**src/rtl/cva6_load_init_pkg.sv**
```systemverilog
// Shared types and helpers for the CVA6 load-port initiator.
// CVA6_LOAD_INIT_SIGN_EXT_EN adds a per-tid sign-extension bit.
package cva6_load_init_pkg;

    localparam int unsigned XLEN               = 64;
    localparam int unsigned PLEN               = 56;
    localparam int unsigned DCACHE_INDEX_WIDTH = 12;
    localparam int unsigned DCACHE_TAG_WIDTH   = PLEN - DCACHE_INDEX_WIDTH;
    localparam int unsigned DCACHE_TID_WIDTH   = 2;

    typedef enum logic [1:0] {
        SIZE_B = 2'd0,
        SIZE_H = 2'd1,
        SIZE_W = 2'd2,
        SIZE_D = 2'd3
    } size_e;

    typedef struct packed {
        logic [DCACHE_INDEX_WIDTH-1:0] address_index;
        logic [DCACHE_TAG_WIDTH-1:0]   address_tag;
        logic [XLEN-1:0]               data_wdata;
        logic                          data_req;
        logic                          data_we;
        logic [7:0]                    data_be;
        logic [1:0]                    data_size;
        logic [DCACHE_TID_WIDTH-1:0]   data_id;
        logic                          kill_req;
        logic                          tag_valid;
    } dcache_req_i_t;

    typedef struct packed {
        logic                        data_gnt;
        logic                        data_rvalid;
        logic [DCACHE_TID_WIDTH-1:0] data_rid;
        logic [XLEN-1:0]             data_rdata;
    } dcache_req_o_t;

    typedef struct packed {
        logic [2:0] offset;
        size_e      size;
`ifdef CVA6_LOAD_INIT_SIGN_EXT_EN
        logic       sext;
`endif
        logic       killed;
    } entry_t;

    function automatic logic [7:0] be_from_size(size_e size, logic [2:0] offset);
        logic [7:0] m;
        unique case (size)
            SIZE_B:  m = 8'h01;
            SIZE_H:  m = 8'h03;
            SIZE_W:  m = 8'h0F;
            default: m = 8'hFF;
        endcase
        return m << offset;
    endfunction

    function automatic logic [XLEN-1:0] extract_extend(logic [XLEN-1:0] rdata, entry_t e);
        logic [XLEN-1:0] sh;
        logic            sx;
        logic [XLEN-1:0] r;
        sh = rdata >> {e.offset, 3'b000};
`ifdef CVA6_LOAD_INIT_SIGN_EXT_EN
        sx = e.sext;
`else
        sx = 1'b0;
`endif
        unique case (e.size)
            SIZE_B:  r = {{(XLEN-8){sx & sh[7]}},   sh[7:0]};
            SIZE_H:  r = {{(XLEN-16){sx & sh[15]}}, sh[15:0]};
            SIZE_W:  r = {{(XLEN-32){sx & sh[31]}}, sh[31:0]};
            default: r = sh;
        endcase
        return r;
    endfunction

endpackage

```
**src/rtl/cva6_load_init_tid_alloc.sv**
```systemverilog
// Transaction-ID free list: lowest-free allocation; a freed tid is only
// visible to the allocator from the following cycle.
module cva6_load_init_tid_alloc #(
    parameter int unsigned NumIds = 4,
    parameter int unsigned IdW    = 2
) (
    input  logic              clk_i,
    input  logic              rst_ni,
    input  logic              alloc_i,
    input  logic              free_i,
    input  logic [IdW-1:0]    free_id_i,
    output logic              avail_o,
    output logic [IdW-1:0]    alloc_id_o,
    output logic [NumIds-1:0] free_mask_o
);

    logic [NumIds-1:0] free_q, free_d;

    always_comb begin
        alloc_id_o = '0;
        for (int i = int'(NumIds) - 1; i >= 0; i--) begin
            if (free_q[i]) alloc_id_o = IdW'(i);
        end
    end

    assign avail_o     = |free_q;
    assign free_mask_o = free_q;

    always_comb begin
        free_d = free_q;
        if (free_i)  free_d[free_id_i]  = 1'b1;
        if (alloc_i) free_d[alloc_id_o] = 1'b0;
    end

    always_ff @(posedge clk_i or negedge rst_ni) begin
        if (!rst_ni) free_q <= '1;
        else         free_q <= free_d;
    end

endmodule

```
**src/rtl/cva6_load_port_initiator.sv**
```systemverilog
// Load-port initiator: index/tag request sequencing, tid tracking and
// out-of-order response extraction. Macro: CVA6_LOAD_INIT_SIGN_EXT_EN.
module cva6_load_port_initiator
    import cva6_load_init_pkg::*;
#(
    parameter int unsigned NumIds    = 4,
    parameter int unsigned PlenWidth = PLEN
) (
    input  logic                        clk_i,
    input  logic                        rst_ni,
    input  logic                        cmd_valid_i,
    output logic                        cmd_ready_o,
    input  logic [PlenWidth-1:0]        cmd_paddr_i,
    input  logic [1:0]                  cmd_size_i,
    input  logic                        cmd_signed_i,
    input  logic                        cmd_kill_i,
    output dcache_req_i_t               req_o,
    input  dcache_req_o_t               req_i,
    output logic                        rsp_valid_o,
    output logic [XLEN-1:0]             rsp_data_o,
    output logic [DCACHE_TID_WIDTH-1:0] rsp_id_o,
    output logic                        rsp_killed_o,
    output logic                        busy_o
);

    typedef enum logic {IDLE, REQ} state_e;

    state_e                        state_q, state_d;
    logic [PlenWidth-1:0]          req_paddr_q, req_paddr_d;
    size_e                         req_size_q, req_size_d;
    logic [DCACHE_TID_WIDTH-1:0]   req_tid_q, req_tid_d;
    logic                          req_kill_q, req_kill_d;
    logic                          tag_valid_q;
    logic [DCACHE_TAG_WIDTH-1:0]   tag_q;
    logic                          tag_kill_q;
    entry_t                        entries_q [NumIds];
    entry_t                        new_entry;
    logic                          rsp_valid_q, rsp_killed_q;
    logic [XLEN-1:0]               rsp_data_q;
    logic [DCACHE_TID_WIDTH-1:0]   rsp_id_q;

    logic                          avail, grant, accept, rsp_hit;
    logic [DCACHE_TID_WIDTH-1:0]   alloc_id;
    logic [NumIds-1:0]             free_mask;

    cva6_load_init_tid_alloc #(.NumIds(NumIds), .IdW(DCACHE_TID_WIDTH)) i_tid_alloc (
        .clk_i       (clk_i),
        .rst_ni      (rst_ni),
        .alloc_i     (accept),
        .free_i      (rsp_hit),
        .free_id_i   (req_i.data_rid),
        .avail_o     (avail),
        .alloc_id_o  (alloc_id),
        .free_mask_o (free_mask)
    );

    assign grant       = (state_q == REQ) && req_i.data_gnt;
    assign cmd_ready_o = rst_ni && avail && ((state_q == IDLE) || grant);
    assign accept      = cmd_valid_i && cmd_ready_o;
    // Responses for tids we never handed out (e.g. stale after reset) are dropped.
    assign rsp_hit     = req_i.data_rvalid && (32'(req_i.data_rid) < NumIds)
                         && !free_mask[req_i.data_rid];

    always_comb begin
        new_entry        = '0;
        new_entry.offset = cmd_paddr_i[2:0];
        new_entry.size   = size_e'(cmd_size_i);
        new_entry.killed = cmd_kill_i;
`ifdef CVA6_LOAD_INIT_SIGN_EXT_EN
        new_entry.sext   = cmd_signed_i;
`endif
    end

`ifndef CVA6_LOAD_INIT_SIGN_EXT_EN
    logic unused_signed;
    assign unused_signed = cmd_signed_i;
`endif

    always_comb begin
        state_d     = state_q;
        req_paddr_d = req_paddr_q;
        req_size_d  = req_size_q;
        req_tid_d   = req_tid_q;
        req_kill_d  = req_kill_q;
        unique case (state_q)
            IDLE: if (accept) state_d = REQ;
            REQ:  if (grant && !accept) state_d = IDLE;
            default: state_d = IDLE;
        endcase
        if (accept) begin
            req_paddr_d = cmd_paddr_i;
            req_size_d  = size_e'(cmd_size_i);
            req_tid_d   = alloc_id;
            req_kill_d  = cmd_kill_i;
        end
    end

    always_ff @(posedge clk_i or negedge rst_ni) begin
        if (!rst_ni) begin
            state_q     <= IDLE;
            req_paddr_q <= '0;
            req_size_q  <= SIZE_B;
            req_tid_q   <= '0;
            req_kill_q  <= 1'b0;
            tag_valid_q <= 1'b0;
            tag_q       <= '0;
            tag_kill_q  <= 1'b0;
        end else begin
            state_q     <= state_d;
            req_paddr_q <= req_paddr_d;
            req_size_q  <= req_size_d;
            req_tid_q   <= req_tid_d;
            req_kill_q  <= req_kill_d;
            // Tag phase lives in its own register so it overlaps the next index phase.
            tag_valid_q <= grant;
            if (grant) begin
                tag_q      <= req_paddr_q[DCACHE_INDEX_WIDTH +: DCACHE_TAG_WIDTH];
                tag_kill_q <= req_kill_q;
            end
        end
    end

    always_ff @(posedge clk_i or negedge rst_ni) begin
        if (!rst_ni) begin
            for (int i = 0; i < int'(NumIds); i++) entries_q[i] <= '0;
            rsp_valid_q  <= 1'b0;
            rsp_killed_q <= 1'b0;
            rsp_data_q   <= '0;
            rsp_id_q     <= '0;
        end else begin
            if (accept) entries_q[alloc_id] <= new_entry;
            rsp_valid_q <= rsp_hit;
            if (rsp_hit) begin
                rsp_id_q     <= req_i.data_rid;
                rsp_killed_q <= entries_q[req_i.data_rid].killed;
                rsp_data_q   <= entries_q[req_i.data_rid].killed ? '0
                                : extract_extend(req_i.data_rdata, entries_q[req_i.data_rid]);
            end
        end
    end

    always_comb begin
        req_o = '0;
        if (state_q == REQ) begin
            req_o.data_req      = 1'b1;
            req_o.address_index = req_paddr_q[DCACHE_INDEX_WIDTH-1:0];
            req_o.data_be       = be_from_size(req_size_q, req_paddr_q[2:0]);
            req_o.data_size     = req_size_q;
            req_o.data_id       = req_tid_q;
        end
        if (tag_valid_q) begin
            req_o.tag_valid   = 1'b1;
            req_o.address_tag = tag_q;
            req_o.kill_req    = tag_kill_q;
        end
    end

    assign rsp_valid_o  = rsp_valid_q;
    assign rsp_data_o   = rsp_data_q;
    assign rsp_id_o     = rsp_id_q;
    assign rsp_killed_o = rsp_killed_q;
    assign busy_o       = (state_q == REQ) || tag_valid_q || !(&free_mask);

`ifndef SYNTHESIS
    assert property (@(posedge clk_i) disable iff (!rst_ni)
        accept |-> ((cmd_paddr_i[2:0] & ((3'd1 << cmd_size_i) - 3'd1)) == 3'd0))
        else $error("misaligned load command");
    assert property (@(posedge clk_i) disable iff (!rst_ni)
        req_i.data_rvalid |-> rsp_hit)
        else $warning("data_rvalid for unallocated tid dropped");
`endif

endmodule
```
**config.mk**
```make
export PLATFORM = sky130hd
export DESIGN_NAME = cva6_load_port_initiator
export DESIGN_NICKNAME = d
export VERILOG_FILES = /design/src/rtl/cva6_load_init_pkg.sv /design/src/rtl/cva6_load_init_tid_alloc.sv /design/src/rtl/cva6_load_port_initiator.sv
export SDC_FILE = /design/constraint.sdc
export NUM_CORES = 1
export LEC_CHECK = 0
export BUFFER_PORTS_ARGS = -buffer_cell sky130_fd_sc_hd__buf_2
export CORE_ASPECT_RATIO = 1.5
export CORE_MARGIN = 4
export CORE_UTILIZATION = 35
export CTS_CLUSTER_DIAMETER = 120
export DETAILED_ROUTE_END_ITERATION = 12
export PLACE_DENSITY = 0.66
export SLEW_MARGIN = 20
export SYNTH_ARGS = -nofsm -noshare
export SYNTH_HDL_FRONTEND = slang
export SYNTH_HIERARCHICAL = 1
export SYNTH_SLANG_ARGS = --single-unit
```
**constraint.sdc**
```tcl
create_clock -name clk_i -period 7.1 [get_ports clk_i]
set_input_delay 0.355 -clock clk_i [delete_from_list [all_inputs] [get_ports clk_i]]
set_output_delay 0.355 -clock clk_i [all_outputs]
set_load 0.05 [all_outputs]
```
==> results.md <==
* Outcome: finished, final reports clean
* Clock sink count at 204
* Fin. max-slew vios at 0
* DRC Markers at 0
* Root buf cell: clkbuf_16
* Area Overhead vs Synth at 19.3%
* Skew-Pair Late Insertion Delay at 0.51 ns
* Fin area at 13000 µm²
* I/O pin cnt at 337
* Power Density at 440 nW/µm²
* Reg2reg start: i_tid_alloc/free_mask_o[2]
* Synth area leader: dfrtp_1
* Post-CTS Setup Bufs at 0
* Cell Area, Placed at 12300 µm²
* Initial antenna violation count at 0
* Syn avg cell area at 10.8 µm²
* Max-Cap Viols at 0
* Gr ovfl total at 0
* Number of synthesized flops with an enable pin at 0
* Cts hold-fix bufs at 2
* FF-to-FF path depth at 6
* Synth top area cells: dfrtp_1, mux2_2, nand2_1, buf_4, mux2i_1
* Final worst path period share at 42.8%
* Arr. time, crit path at 3.43 ns
* Crit path capture type: register
* Final WL at 31500 µm
* Final worst setup slack at 4.06 ns
* Setup TNS at 0 ns
* CP Launch Type: input port
* Worst vdd ir at 0.000243 V
* Final #Nets at 1381
* Largest net degree at the start of global routing at 95
* Reg2reg setup slack at 4.36 ns
* Core ar. at 30400 µm²
* Kind of critical path: in2reg
* Top_reg_cell synth: dfrtp_1
* Post-synthesis async set-or-reset flop share at 100%
* Worst-path fanout max at 94
* Die Y at 224 µm
* Gr usage total at 17.8%
* Num CTS Buffers at 22
* F_max at 329 MHz
* Clock transition at path regs at 0.06 ns
* Hpwl dp at 22400 µm
* ANT cells at 0
* Post-synth cell types at 61
* Resized Gates After CTS at 0
* Commonest non-fill, non-tap cells in the layout: buf_2, nand2_1, dfrtp_1
* Clock Tree Buf Depth at 3
* Final hold vios at 0
* Post-layout min period at 3.04 ns
* Commonest non-fill, non-tap cell in the layout: buf_2
* Sequential area share after synthesis at 46.9%
* GPL Wtd Cong at 0.878
* Crit path required time at 7.49 ns
* Die width at 152 µm
* Slew of the pin with the lowest slew margin at 1.14 ns
* Post-synth top area share at 45.9%
* Layout cells sized above 1 at 36.2%
* Mapped Area at 10900 µm²
* Worst setup path start: rst_ni
* DP Worst Slack at 3.90 ns
* Post-synthesis sequential element count at 204
* H-tree depth at 1
* Lkg Pwr at 6.60 nW
* First-pass GRT wire length at 49600 µm
* Worst Setup EP: entries_q[20]
* Vias per cell at 5.05
* DR pass1 iterations at 5
* Die area at 34100 µm²
* Number of setup violations in the final report at 0
* Initial DRC Count at 344
* Worst stage delay on the critical path at 0.88 ns
* Clock skew at 0.0120 ns
* Vias at 8399
* R2R Path End: entries_q[20]
* # rows at 78
* Unrepaired setup endpoints after global routing: no
* CTS tree: yes
* Relative slew slack at 24.1%
* Synth Instances at 1009
* HP Class: in2reg
* Critical path, cell by cell: dlygate4sd3_1, clkbuf_8, nand4_1, buf_4, nor3_1, mux2_2
* # port buffers at 270
* Vias in the first global route at 8676
* Yosys warns at 6
* Wire per inst at 18.9 µm
* Design Power at 0.00572 W
* Routed Antenna Nets at 0
* Starting Density at 35.8%
* CP max-delay cell: nor3_1
[critical path, delay by kind of cell]
family        cells  cell delay [ns]
simple gates      2             1.04
buf+inv           3             1.51
mux               1             0.41
[synth_stat cells, types with 14 or more instances]
master	instances
nand2_1	221
dfrtp_1	200
mux2_2	89
buf_4	69
and2_1	60
clkbuf_1	41
mux2i_1	41
mux2_4	23
nand4_1	20
a32o_1	17
inv_1	14
o21ai_0	14
[where the power goes]
group	switching, W	total, W	leakage, nW	internal (W)
clock network	0.000466	0.00116	0.351	0.000693
registers	0.000269	0.00188	2.60	0.00161
logic	0.00174	0.00268	3.66	0.000937
[through the flow]
| step | cells | util (%) | hold WS (ns) |
|---|---|---|---|
| 2_1_floorplan | 1073 | - | 0.0594 |
| 3_3_place_gp | 1624 | 40.3 | 0.450 |
| 3_5_place_dp | 1624 | 40.3 | 0.455 |
| 4_1_cts | 1663 | 42.7 | 0.000105 |
| 5_1_grt | 1663 | 42.7 | 0.0113 |
| 6_report | 1663 | 42.7 | 0.0323 |
[layer usage]
metal	GRT usage [%]	up-vias	wire, µm
met4	4.96	0	733
li1	-	3896	-
met1	21.8	4110	12300
met3	5.39	42	2790
met5	0	-	0
met2	30.6	351	15600
[kinds of logic (layout without fill, tap and decap cells)]
logic type | after synthesis | in the layout | synth area share [%]
other cells | 1 | 65 | 0.0344
mux | 173 | 173 | 20.0
compound gates | 128 | 128 | 9.28
simple gates | 357 | 357 | 15.6
flops | 204 | 204 | 46.9
buf+inv | 146 | 336 | 8.18
[sequential cells by signal (all words and copies together), names as in the netlist, 2 cells and up]
register	count
tag_q	44
rsp_id_o	2
req_paddr_q	56
rsp_data_o	64
req_size_q	2
entries_q	24
i_tid_alloc/free_mask_o	4
req_tid_q	2
[worst min path at each step]
| stage | endpoint | from | depth (start not counted) | slack [ns] |
|---|---|---|---|---|
| 3_5_place_dp | req_paddr_q[7] | req_paddr_q[7] | 2 | 0.45 |
| 4_1_cts | req_paddr_q[39] | cmd_paddr_i[39] | 3 | 0.0001 |
| 6_report | req_paddr_q[24] | cmd_paddr_i[24] | 3 | 0.03 |
| 5_1_grt | req_paddr_q[21] | cmd_paddr_i[21] | 3 | 0.01 |
| 2_1_floorplan | entries_q[0] | rst_ni | 0 | 0.06 |
| 3_3_place_gp | req_paddr_q[4] | req_paddr_q[4] | 2 | 0.45 |
[layout make-up]
cell class	instances	area, µm²
Clock buffer	31	636
Clock inverter	6	82.6
Fill cell	2961	17400
Inverter	16	60.1
Multi-Input combinational cell	723	5150
Sequential cell	204	5110
Tap cell	400	500
Timing Repair Buffer	283	1460
Note: power is estimated with default switching activity, not from simulation.
